--- src/rtl/fetch_mem_sequencer.sv ---
// Fetch/data sequencer for a single-port shared instruction/data memory.
// It owns the PC, time-multiplexes the port via sclk and serves one data request at a time.
module fetch_mem_sequencer #(
  parameter logic [31:0] RESET_PC   = 32'h0000_0000,
  parameter int          IMEM_WORDS = 64,
  parameter logic [31:0] NOP_INST   = 32'h0000_0033
) (
  input  logic        clk,
  input  logic        rst,
  output logic [31:0] if_inst_o,
  output logic [31:0] if_pc_o,
  output logic        if_valid_o,
  input  logic        if_ready_i,
  input  logic        redirect_i,
  input  logic [31:0] redirect_pc_i,
  input  logic        halt_i,
  input  logic        dm_req_i,
  input  logic        dm_we_i,
  input  logic [1:0]  dm_size_i,
  input  logic        dm_signed_i,
  input  logic [7:0]  dm_addr_i,
  input  logic [31:0] dm_wdata_i,
  output logic        dm_ack_o,
  output logic [31:0] dm_rdata_o,
  output logic        sclk_o,
  output logic        mem_read_o,
  output logic        mem_write_o,
  output logic [1:0]  mem_sel_o,
  output logic        mem_signed_o,
  output logic [7:0]  mem_addr_o,
  output logic [31:0] mem_wdata_o,
  input  logic [31:0] mem_rdata_i,
  output logic        fetch_err_o
);

  typedef enum logic [1:0] {
    FETCH   = 2'd0,
    DSETUP  = 2'd1,
    DACCESS = 2'd2,
    HALTED  = 2'd3
  } state_t;

  localparam logic [29:0] IMEM_LIMIT = 30'(IMEM_WORDS);

  state_t      state_q;
  logic [31:0] pc_q;
  logic [31:0] pc_d;
  logic [31:0] if_inst_q;
  logic [31:0] if_pc_q;
  logic        if_valid_q;
  logic        dm_ack_q;
  logic [31:0] dm_rdata_q;
  logic        sclk_q;
  logic        mem_read_q;
  logic        mem_write_q;
  logic [1:0]  mem_sel_q;
  logic        mem_signed_q;
  logic [7:0]  mem_addr_q;
  logic [31:0] mem_wdata_q;
  logic        fetch_err_q;
  logic        halt_pend_q;

  logic dm_start;
  logic fetch_go;
  logic redir_go;
  logic out_of_range;

  // The ack cycle still sees the old request held high; it must not start a second access.
  assign dm_start     = (state_q == FETCH) && dm_req_i && !dm_ack_q;
  assign redir_go     = redirect_i && (state_q != HALTED);
  assign fetch_go     = (state_q == FETCH) && !dm_start && !halt_i && !redirect_i &&
                        (!if_valid_q || if_ready_i);
  assign out_of_range = (pc_q[31:2] >= IMEM_LIMIT);

  always_comb begin
    pc_d = pc_q;
    if (redir_go) begin
      pc_d = {redirect_pc_i[31:2], 2'b00};
    end else if (fetch_go) begin
      pc_d = pc_q + 32'd4;
    end
  end

  always_ff @(posedge clk or posedge rst) begin
    if (rst) begin
      state_q      <= FETCH;
      pc_q         <= RESET_PC;
      if_inst_q    <= NOP_INST;
      if_pc_q      <= 32'h0;
      if_valid_q   <= 1'b0;
      dm_ack_q     <= 1'b0;
      dm_rdata_q   <= 32'h0;
      sclk_q       <= 1'b1;
      mem_read_q   <= 1'b0;
      mem_write_q  <= 1'b0;
      mem_sel_q    <= 2'b00;
      mem_signed_q <= 1'b0;
      mem_addr_q   <= 8'h0;
      mem_wdata_q  <= 32'h0;
      fetch_err_q  <= 1'b0;
      halt_pend_q  <= 1'b0;
    end else begin
      pc_q     <= pc_d;
      dm_ack_q <= 1'b0;

      if (redir_go && (redirect_pc_i[1:0] != 2'b00)) begin
        fetch_err_q <= 1'b1;
      end

      // Decode handshake: flush on redirect, refill on fetch, otherwise drop once consumed.
      if (redir_go) begin
        if_valid_q <= 1'b0;
      end else if (fetch_go) begin
        if_valid_q <= 1'b1;
        if_pc_q    <= pc_q;
        if (out_of_range) begin
          if_inst_q   <= NOP_INST;
          fetch_err_q <= 1'b1;
        end else begin
          if_inst_q <= mem_rdata_i;
        end
      end else if (if_ready_i) begin
        if_valid_q <= 1'b0;
      end

      case (state_q)
        FETCH: begin
          if (dm_start) begin
            state_q      <= DSETUP;
            mem_addr_q   <= dm_addr_i;
            mem_wdata_q  <= dm_wdata_i;
            mem_sel_q    <= dm_size_i;
            mem_signed_q <= dm_signed_i;
            mem_write_q  <= dm_we_i;
            mem_read_q   <= ~dm_we_i;
            halt_pend_q  <= halt_i;
          end else if (halt_i) begin
            state_q <= HALTED;
          end else begin
            // Address always tracks the PC the next fetch will use.
            mem_addr_q <= {2'b00, pc_d[7:2]};
          end
        end
        DSETUP: begin
          state_q <= DACCESS;
          sclk_q  <= 1'b0;
          if (halt_i) begin
            halt_pend_q <= 1'b1;
          end
        end
        DACCESS: begin
          dm_ack_q    <= 1'b1;
          sclk_q      <= 1'b1;
          mem_write_q <= 1'b0;
          mem_read_q  <= 1'b0;
          mem_addr_q  <= {2'b00, pc_d[7:2]};
          halt_pend_q <= 1'b0;
          if (!mem_write_q) begin
            dm_rdata_q <= mem_rdata_i;
          end
          state_q <= (halt_pend_q || halt_i) ? HALTED : FETCH;
        end
        default: begin
          state_q <= HALTED;
        end
      endcase
    end
  end

  assign if_inst_o    = if_inst_q;
  assign if_pc_o      = if_pc_q;
  assign if_valid_o   = if_valid_q;
  assign dm_ack_o     = dm_ack_q;
  assign dm_rdata_o   = dm_rdata_q;
  assign sclk_o       = sclk_q;
  assign mem_read_o   = mem_read_q;
  assign mem_write_o  = mem_write_q;
  assign mem_sel_o    = mem_sel_q;
  assign mem_signed_o = mem_signed_q;
  assign mem_addr_o   = mem_addr_q;
  assign mem_wdata_o  = mem_wdata_q;
  assign fetch_err_o  = fetch_err_q;

endmodule

--- config.mk ---
export PLATFORM = sky130hd
export DESIGN_NAME = fetch_mem_sequencer
export DESIGN_NICKNAME = d
export VERILOG_FILES = /design/src/rtl/fetch_mem_sequencer.sv
export SDC_FILE = /design/constraint.sdc
export NUM_CORES = 1
export LEC_CHECK = 0
export CAP_MARGIN = 40
export CORE_ASPECT_RATIO = 1.5
export CORE_MARGIN = 2
export CORE_UTILIZATION = 46
export CTS_BUF_LIST = sky130_fd_sc_hd__clkbuf_16
export DETAILED_ROUTE_END_ITERATION = 12
export PLACE_DENSITY = 0.81
export SYNTH_ARGS = -nofsm -noshare
export SYNTH_HDL_FRONTEND = slang
export SYNTH_SLANG_ARGS = --single-unit
--- constraint.sdc ---
create_clock -name clk -period 8 [get_ports clk]
set_clock_uncertainty 0.1 [all_clocks]
set_input_delay 2.4 -clock clk [delete_from_list [all_inputs] [get_ports clk]]
set_output_delay 2.4 -clock clk [all_outputs]
set_load 0.01 [all_outputs]
==> results.md <==
* Mux cell area share after synthesis at 10.64%
* Actual slew at the worst max-slew pin at 0.7422 ns
* Ys Warns at 0
* Vias at 6431
* Post-DR wirelength/cell at 18.85 um
* Antenna Nets Post-Route at 0
* Buf+Inv Stages, Crit Path at 2
* Syn_area_per_cell at 10.72 um^2
* Reg2reg end: pc_q[24]
* Vias in the first global route at 6589
* CTS tree: built
* Drt initial violations at 347
* First-pass detailed-route iteration total at 5
* IO Port Bufs at 256
* Ys async rst share at 100.0%
* Reg clk slew, reported paths at 0.08 ns
* Final period utilization at 60.70%
* Leading area contributor after synthesis: dfrtp_1
* Crit Path Max Fanout at 41
* Layout cells sized above 1 at 13.08%
* Final hold slack at 0.3757 ns
* Maxcap violations at 0
* Register area share after synthesis at 58.13%
* Max clock buf depth at 2
* Total congestion overflow at 0
* Hold buffers post-CTS at 0
* Critical path's top delay family: simple AND/OR/NAND/NOR gates
* Max VDD drop at 197.1 uV
* Post-Synth Adder-Cell Area at 0.9894%
* Initial Util at 46.87%
* Ranking of synthesized cells by area: dfrtp_1 (56%), mux2_2 (9.8%), nand2_1 (8.6%), o21ai_0 (3.2%), dfstp_2 (1.7%)
* Vias/cell at 5.501
* Area delta synth->final at 44.95%
* Crit-path cells: clkdlybuf4s50_1, nor2_1, and4_2, buf_4, nand4_1, o211ai_1, o311ai_0
* Slew margin rel. at 50.33%
* Primary FF master, synth: dfrtp_1
* Hold path depth at 2
* Synth Area in Compound Gates at 9.350%
* Die area at 0.01756 mm^2
* Worst Path Arrival at 5.04 ns
* Initial antenna violation count at 0
* Post-synth top cells: nand2_1 (173), dfrtp_1 (171), mux2_2 (66)
* Hold Path Sink: if_pc_o[20]
* H-tree Lvls at 4
* RSZ-0062 raised after global routing: false
* Root buf cell: clkbuf_16
* Status: finished, final reports clean
* Die outline width at 108.9 um
* Worst-Skew Late Latency at 0.42 ns
* Fin worst setup slack at 3.144 ns
* Hold_sp: if_pc_o[20]
* Die H at 161.3 um
* Post-Synthesis Cells at 708
* Worst EP required at 8.18 ns
* Minimum clock period at 4.856 ns
* Largest net degree at the start of global routing at 73
* Share of the synthesized area in the top cell type at 56.40%
* Drt drc at 0
* Drt total wl at 22040 um
* Area of the mapped netlist at 0.007587 mm^2
* CORE AREA at 0.01619 mm^2
* Crit path largest cell delay at 0.75 ns
* Slowest cell on crit path: and4_2
* Worst-case reg-to-reg path depth at 7
* Setup_tns at 0 ns
* Count leader, synth: nand2_1
* Sink Count at 176
* I/O pins at 259
* Crit Path Class: in -> reg
* Nets at 1070
* Simple-gate area share of the yosys netlist at 17.55%
* Total GRT Usage at 25.39%
* Post-synth EDFFs at 0
* CP Launch Type: input pin
* Post-cts sizing count at 0
* First-pass GRT wire length at 34360 um
* Synthesized flop and latch total at 176
* Dpl hpwl at 15870 um
* Synth unique cells at 55
* Worst R2R Setup Slack at 4.96 ns
* F_max at 205.9 MHz
* Pre-CTS setup slack at 2.727 ns
* CP endpoint kind: flop
* Crit path launch: halt_i
* Pleak at 4.699 nW
* Slew Viols, Final at 0
* TritonCTS Buffers at 17
* Fill cells at 1208
* Antenna diodes at 0
* Min-delay worst type: reg -> reg
* Final setup vio count at 0
* Std cell rows at 57
* PD cells at 364.1 mW/mm^2
* Setup bufs post-CTS at 0
* GP Congestion at 0.9160
* Synth Area in XOR/XNOR at 0.3463%
* Largest family of logic cells by synthesized area: simple AND/OR/NAND/NOR gates
* R2r startpoint: state_q[0]
* Final Hold Vio Count at 0
## worst max-delay path by stage
stage	slack [ns]	cells past startpoint	end
floorplan	0.73	1	dm_ack_o
global placement	2.84	7	pc_q[24]
detailed placement	2.73	7	pc_q[24]
CTS	3.20	7	pc_q[24]
global route	3.00	7	pc_q[24]
finish	3.14	7	pc_q[24]
## routing by layer
metal	part of all wire [%]	GRT usage, %	vias up	wire [um]
li1	-	-	2953	-
met1	36	28.30	3133	7920
met2	53	43.85	275	11610
met3	6.7	6.901	70	1481
met4	4.7	12.65	0	1027
met5	0	0	-	0
## metrics by stage
stage                     cell area (um^2)  utilization (%)  cells  power (mW)
after floorplan                       7591                -    709       2.290
after global placement               10290            63.54   1133       3.071
after detailed placement             10380            64.09   1137       3.134
after CTS                            11000            67.93   1169       4.023
after global routing                 11000            67.93   1169       4.204
final                                11000            67.93   1169       4.005
## report_power, final
group	leakage, nW	switching (mW)	internal [mW]
sequential	2.19	0.308	1.25
combinational	2.21	0.681	0.883
clock	0.303	0.399	0.479
## cell families after synthesis
kind of cell               after synthesis
and+or+nand+nor                        287
adders and majority gates                6
muxes                                   72
AOI/OAI and AO/OA                      108
DFF                                    176
buffers and inverters                   55
xor gates and xnor gates                 3
other                                    1
## sequential cells by signal, indices dropped and copies added (netlist names)
register      cells
mem_signed_o      1
mem_read_o        1
fetch_err_o       1
halt_pend_q       1
sclk_o            1
pc_q             30
mem_addr_o        8
if_inst_o        32
mem_wdata_o      32
dm_ack_o          1
dm_rdata_o       32
mem_sel_o         2
mem_write_o       1
if_valid_o        1
state_q           2
if_pc_o          30
## area by class of cell
class | count | area, um^2 | share of cell area, %
clock buffers | 17 | 425.4 | 3.868
clock inverters | 15 | 196.4 | 1.786
inverters | 10 | 42.54 | 0.3868
multi-input cells | 478 | 2960 | 26.92
flip-flops and latches | 176 | 4410 | 40.10
well taps | 206 | 257.7 | 2.344
repair buffers | 267 | 2705 | 24.60
## placed cells by master, fill, tap and decap left out, types with 4 or more instances in the layout
cell type / n
nand3_1: 18
or4_1: 4
o21ai_0: 49
nor3_1: 10
and3_1: 5
nand2b_1: 8
o211ai_1: 7
a221o_1: 8
nor2_1: 30
mux2_2: 66
dfrtp_1: 171
inv_6: 6
clkdlybuf4s50_1: 256
o311ai_0: 6
nor4_1: 9
nand2_1: 173
dfstp_2: 5
buf_4: 8
nand4_1: 10
or3_1: 5
a22oi_1: 9
a21oi_1: 7
inv_1: 9
clkbuf_16: 17
ha_1: 6
## tightest hold or removal path, delay by kind of cell (launching register included)
kind             cells  cell delay (ns)
flip-flops           1             0.35
AND/OR/NAND/NOR      2             0.10
No activity file was read; power rests on OpenSTA's default activity.
